<file path="src/rtl/fc_requant_serializer.sv">
// fc_requant_serializer
//   Captures one parallel vector of post-ReLU fully-connected accumulator
//   results, one per neuron, in a single handshake. Each element is
//   requantized to WIDTH bits: a round-half-up right shift by SHIFT, then
//   saturation to [0, 2^(WIDTH-1)-1]. The results are streamed one element
//   per beat over a valid/ready interface.
//
//   Optional feature macro: FC_REQUANT_ARGMAX_EN
//     Tracks the argmax of the quantized stream. On a tie the lowest index
//     wins. argmax_valid pulses for one cycle after the last beat.
//     When the macro is undefined, argmax_idx and argmax_valid are tied to 0.
//
// Ports
//   clk, rst_n          clock, synchronous active-low reset
//   in_valid/in_ready   parallel vector handshake
//   in_data             N_NEURON*ACC_W bits; neuron k at [k*ACC_W +: ACC_W]
//   out_valid/out_ready element stream handshake
//   out_data            requantized element (signed, never negative)
//   out_idx             neuron index of out_data
//   out_last            high with the final element of a vector
//   argmax_idx          index of the largest element of the last vector
//   argmax_valid        one-cycle pulse when argmax_idx updates
module fc_requant_serializer #(
  parameter  int WIDTH    = 8,
  parameter  int ACC_W    = 23,
  parameter  int N_NEURON = 84,
  parameter  int SHIFT    = 8,
  localparam int IDX_W    = $clog2(N_NEURON)
) (
  input  logic                      clk,
  input  logic                      rst_n,
  input  logic                      in_valid,
  output logic                      in_ready,
  input  logic [N_NEURON*ACC_W-1:0] in_data,
  output logic                      out_valid,
  input  logic                      out_ready,
  output logic signed [WIDTH-1:0]   out_data,
  output logic [IDX_W-1:0]          out_idx,
  output logic                      out_last,
  output logic [IDX_W-1:0]          argmax_idx,
  output logic                      argmax_valid
);

  typedef enum logic {IDLE, SEND} state_t;

  localparam logic [IDX_W-1:0]     LAST_IDX = IDX_W'(N_NEURON - 1);
  // Half an LSB of the shifted result; zero when no shift is applied.
  localparam logic signed [ACC_W:0] RND     = (ACC_W+1)'((1 << SHIFT) >> 1);
  localparam logic signed [ACC_W:0] SAT_EXT = (ACC_W+1)'((1 << (WIDTH-1)) - 1);
  localparam logic signed [WIDTH-1:0] SAT_MAX = WIDTH'((1 << (WIDTH-1)) - 1);

  // Round-half-up shift, done one bit wider so the rounding add cannot wrap.
  function automatic logic signed [ACC_W:0] round_shift(input logic signed [ACC_W-1:0] v);
    logic signed [ACC_W:0] sum;
    sum = {v[ACC_W-1], v} + RND;
    return sum >>> SHIFT;
  endfunction

  // Negative inputs clamp to 0 (ReLU should never produce them).
  function automatic logic signed [WIDTH-1:0] saturate(input logic signed [ACC_W-1:0] v,
                                                        input logic signed [ACC_W:0] r);
    if (v < 0)             return '0;
    else if (r > SAT_EXT)  return SAT_MAX;
    else                   return r[WIDTH-1:0];
  endfunction

  state_t                   state, state_nxt;
  logic [N_NEURON*ACC_W-1:0] cap_p0;
  logic                     take, beat, at_end;
  logic [IDX_W-1:0]         idx_nxt, sel_idx;
  logic signed [ACC_W-1:0]  elem0, elem_nxt;
  logic signed [WIDTH-1:0]  q_first, q_nxt;

  // ---- control: FSM ----
  always_comb begin
    state_nxt = state;
    case (state)
      IDLE:    if (in_valid) state_nxt = SEND;
      SEND:    if (out_ready && at_end) state_nxt = IDLE;
      default: state_nxt = IDLE;
    endcase
  end

  always_ff @(posedge clk) begin
    if (!rst_n) state <= IDLE;
    else        state <= state_nxt;
  end

  assign in_ready  = (state == IDLE);
  assign out_valid = (state == SEND);
  assign at_end    = (out_idx == LAST_IDX);
  assign out_last  = at_end && out_valid;
  assign take      = in_ready && in_valid;
  assign beat      = out_valid && out_ready;

  // ---- stage p0: capture register and element select ----
  always_ff @(posedge clk) begin
    if (take) cap_p0 <= in_data;
  end

  always_comb begin
    idx_nxt  = out_idx + 1'b1;
    // Keep the select in range on the last element; its result is unused then.
    sel_idx  = at_end ? '0 : idx_nxt;
    elem0    = in_data[ACC_W-1:0];
    elem_nxt = cap_p0[sel_idx*ACC_W +: ACC_W];
    q_first  = saturate(elem0, round_shift(elem0));
    q_nxt    = saturate(elem_nxt, round_shift(elem_nxt));
  end

  // ---- stage p1: registered output element ----
  always_ff @(posedge clk) begin
    if (!rst_n) begin
      out_data <= '0;
      out_idx  <= '0;
    end else if (take) begin
      out_data <= q_first;
      out_idx  <= '0;
    end else if (beat && !at_end) begin
      out_data <= q_nxt;
      out_idx  <= idx_nxt;
    end
  end

`ifdef FC_REQUANT_ARGMAX_EN
  logic signed [WIDTH-1:0] max_val;
  logic [IDX_W-1:0]        max_idx;
  logic                    gt;

  // Strictly greater only, so the earliest index keeps a tie.
  assign gt = (out_data > max_val);

  always_ff @(posedge clk) begin
    if (take) begin
      max_val <= '0;
      max_idx <= '0;
    end else if (beat && gt) begin
      max_val <= out_data;
      max_idx <= out_idx;
    end
  end

  // ---- stage p2: argmax result ----
  always_ff @(posedge clk) begin
    if (!rst_n) begin
      argmax_valid <= 1'b0;
      argmax_idx   <= '0;
    end else begin
      argmax_valid <= 1'b0;
      if (beat && at_end) begin
        argmax_valid <= 1'b1;
        argmax_idx   <= gt ? out_idx : max_idx;
      end
    end
  end
`else
  assign argmax_idx   = '0;
  assign argmax_valid = 1'b0;
`endif

endmodule

</file>
<file path="config.mk">
export PLATFORM = sky130hd
export DESIGN_NAME = fc_requant_serializer
export DESIGN_NICKNAME = d
export VERILOG_FILES = /design/src/rtl/fc_requant_serializer.sv
export SDC_FILE = /design/constraint.sdc
export NUM_CORES = 1
export LEC_CHECK = 0
export CAP_MARGIN = 10
export CORE_AREA = 2 2 765 767
export CTS_BUF_LIST = sky130_fd_sc_hd__clkbuf_8
export DETAILED_ROUTE_END_ITERATION = 10
export DIE_AREA = 0 0 767 769
export PLACE_DENSITY = 0.3
export SKIP_LAST_GASP = 1
export SLEW_MARGIN = 20
export SYNTH_ARGS = -nofsm -noshare
export SYNTH_HDL_FRONTEND = slang
export SYNTH_SLANG_ARGS = --single-unit
</file>
<file path="constraint.sdc">
create_clock -name clk -period 49.7 [get_ports clk]
set_input_delay 4.97 -clock clk [delete_from_list [all_inputs] [get_ports clk]]
set_output_delay 4.97 -clock clk [all_outputs]
set_load 0.005 [all_outputs]
</file>
# Yosys cells after proc, flatten, opt, wreduce, memory -nomap -nowiden
# Index checks and enable logic that the tools add are counted.
# word_totals
register_bits	1948
input_bits	1936
output_inout_bits	26
# classes
add_sub_neg	3
n_mul	1
n_lt_le_gt_ge	4
n_eq_ne	1
n_shift	1
mux	10
n_bitwise	2
reduce_logical	8
# op_table
operator	n
$shiftx A1932 B13 Y23	1
$add A23 B9 Y24 const B	2
$mux W8	6
$lt A23 B1 Y1 const B	2
$gt A16 B8 Y1 const B	2
$mul A7 B5 Y12 const B	1
$add A7 B1 Y7 const B	1
$eq A7 B7 Y1 const B	1
$mux W7	1
$logic_and A1 B1 Y1	5
$mux W1	2
$not A1 Y1	2
$pmux W1 S2	1
$reduce_bool A2 Y1	1
$reduce_or A2 Y1	1
$logic_not A1 Y1	1

# Logic depth before layout (Yosys ltp)
# logic_depth
depth_word	10
depth_mapped	20

# Worst setup path after synthesis
# Ideal clock, no wire load.
# synth_path
path_kind	input to register
from	in in_valid
to	reg cap_p0[1000] (enable)
arrival_ns	30.865
setup_slack_ns	17.164
stages	2
path_buffers	0
path_cell_list	nand2_1 inv_1
# synth_via
elab_chain_cells	1
# synth_lines
element	line	source
start: declaration	32	input logic in_valid,
$logic_and A1 B1 Y1	93	assign take = in_ready && in_valid;
named net take	69	logic take, beat, at_end;
end signal: assignment	98	if (take) cap_p0 <= in_data;
end: declaration	68	logic [N_NEURON*ACC_W-1:0] cap_p0;
# The timed path passes the listed nets, and every way through them passes these cells.
# A chain may end at the register's enable or synchronous reset.

# Final worst setup path
# layout_path
from	in in_valid
to	reg cap_p0[566] (enable)
# Same word-level chain as after synthesis.

==> summary.md <==
| Metric | Value |
|---|---|
| Status | completed |
| Initial DRC Count | approximately 3000 |
| Worst hold path type | flip-flop to flip-flop |
| Highest-count cells in the layout ignoring fill and taps | 1365 x clkdlybuf4s50_1, 1344 x edfxtp_1, 381 x nand2_1 |
| Crit path DAT | approximately 11 ns |
| Die ar. | 0.590 mm² |
| Mapped Area | between 0.05 and 0.06 mm² |
| Worst-margin pin slew | between 1 and 1.5 ns |
| Pre-antenna DRT Iters | 5 |
| Core ar. | around 0.58 mm² |
| Area delta synth->final | 54.0% |
| CTS Buf Count | 294 |
| Final std cells w/o fill | around 13000 |
| Cells after DPL | about 13000 |
| Post-synthesis sequential area ratio | 0.736 |
| GRT Overall Usage | 0.124 |
| Post-CTS Repair Setup Buffers | 0 |
| Via count | around 41000 |
| Maxcap violations | 0 |
| Clock Pin Slew Worst Setup and Hold Paths | about 0.05 ns |
| # IOs | 1962 |
| Final setup TNS | 0 ns |
| Vias in the first global route | 42329 |
| Clock insertion delay at the later pin of the skew report | between 1 and 1.5 ns |
| Drt drc | 0 |
| Routed WL | approximately 380000 µm |
| Number of synthesized flops with an enable pin | 1344 |
| Final setup fails | 0 |
| Die X | ~770 µm |
| Setup crit start kind | primary input |
| Yosys warns | 0 |
| Detailed Place HPWL | approximately 290000 µm |
| PortBufs | between 1000 and 1500 |
| FMAX | 96.2 MHz |
| Critical Path RT | just over 50 ns |
| Leading area contributor after synthesis | edfxtp_1 |
| Tcrit/Tclk final | 0.209 |
| Library cells used by synthesis | 87 |
| Leading cell type in the layout, fill and taps excluded | clkdlybuf4s50_1 |
| Area contributors post-synth | edfxtp_1 73%, mux2i_1 4.5%, nand2_1 2.6% |
| Clock root buffer | clkbuf_8 |
| Fin. Hold Viols | 0 |
| PostCTS Resize Cnt | 0 |
| Yosys top cell area share | 0.730 |
| Kind of critical path | primary input to flip-flop |
| Post-synth ARST share | 0 |
| Fill cells | ~65000 |
| Die H | 769 µm |
| Final WS setup | roughly 39 ns |
| CTS tree | built |
| Share of layout cells above drive strength 1 | 0.132 |
| Longest Clk Path Bufs | 4 |
| Crit Path Max Fanout | 90 |
| Avg WL per Cell | about 29 µm |
| Pwr Total | approximately 2.9 mW |
| Post-synth top flop | edfxtp_1 |
| Clock skew | approximately 0.15 ns |
| Starting Density | 0.0952 |
| Pre-CTS setup slack | 38.07 ns |
| Antenna Nets Post-Route | 0 |
| Hold_buf cts | 0 |
| Synthesized area per cell | around 15 µm² |
| GRT overflow | 0 |
| Cells after synthesis | roughly 3600 |
| Final Net Count | between 7000 and 8000 |
| Clock sink count | roughly 1400 |
| Routed vias/inst | about 3.1 |
| FF+latch count, synth | between 1000 and 1500 |
| Post-route minimum period | 10.40 ns |
| PwrDens | 34.0 mW/mm² |
| FP Rows | 280 |
| Final GP Congestion | between 0.7 and 0.8 |
| Worst IR Drop VDD | ~0.000024 V |
| Initial antenna violation count | about 370 |
| Max-slew violation count | 0 |
| Largest net degree at the start of global routing | around 150 |
| Rel. slew slack | 0.173 |
| First-pass GRT wire length | about 470000 µm |
| CP Capture Type | flip-flop |
| H-tree Lvls | 5 |
| RSZ-0062 raised after global routing | no |
| P_leak | 26.7 nW |
logic make-up after synthesis:
family          share of synthesized area
flops                               0.736
fa+ha+maj                        0.000679
mux                                0.0690
simple gates                       0.0687
compound gates                     0.0988
buf+inv                            0.0243
other cells                     0.0000678
xor+xnor                          0.00267
per-stage QoR:
| stage | hold slack (ns) | utilization | area (µm²) |
|---|---|---|---|
| 2_1_floorplan | 0.426 | - | 55300 |
| 3_3_place_gp | 0.431 | 0.137 | 79300 |
| 3_5_place_dp | 0.431 | 0.137 | 79400 |
| 4_1_cts | 0.442 | 0.146 | 84900 |
| 5_1_grt | 0.488 | 0.146 | 84900 |
| 6_report | 0.439 | 0.147 | 85100 |
flip-flops by register name (all words and copies together), names as in the netlist:
register   flops
out_idx        7
out_data       8
out_valid      1
cap_p0      1344
synth_stat cells, drive strengths merged (35+ instances only):
master / count
nand3: 144
a211oi: 55
mux2i: 246
clkbuf: 62
buf: 194
a21oi: 125
edfxtp: 1344
and2: 66
a221oi: 54
mux4: 43
o211ai: 35
a22oi: 57
nor2: 99
o21ai: 135
a31oi: 100
nand2: 384
worst max-delay path: stages:
cell and delay [ns]:
clkdlybuf4s50_1 0.47, nand2_1 0.25, buf_4 0.31, inv_8 0.54, buf_4 0.79, buf_4 0.80
buf_4 0.84, buf_4 0.76, buf_4 0.86
routing by layer:
| layer | wire length, µm | vias to the layer above | global-route usage |
|---|---|---|---|
| met4 | 10900 | 202 | 0.0347 |
| met2 | 188000 | 1961 | 0.218 |
| met3 | 33000 | 789 | 0.0464 |
| li1 | - | 17582 | - |
| met1 | 146000 | 20036 | 0.139 |
| met5 | 1330 | - | 0 |
report_power, final:
group,switching (mW),total (mW),internal [mW]
Clock,0.602,1.22,0.615
Sequential,0.0199,1.36,1.34
Combinational,0.176,0.321,0.145
Total,0.798,2.90,2.10
path summary, 6_finish.rpt:
| check | startpoint | to | slack (ns) | cells past startpoint |
|---|---|---|---|---|
| max reg2reg | out_idx[0] | out_data[6] | 40.85 | 21 |
| min | out_data[7] | out_data[7] | 0.44 | 2 |
| min reg2reg | out_data[7] | out_data[7] | 0.44 | 2 |
| max | in_valid | cap_p0[566] | 39.30 | 9 |
cell type report:
cell class              count  area, µm²  area share
well taps                7755       9700       0.114
clock buffers             296       4070      0.0478
flip-flops and latches   1360      40700       0.478
clock inverters           227       1420      0.0167
repair buffers           1536      15100       0.177
inverters                  12       62.6    0.000735
multi-input cells        1948      13900       0.163
diodes                    110        275     0.00323
Note: power is estimated with default switching activity, not from simulation.
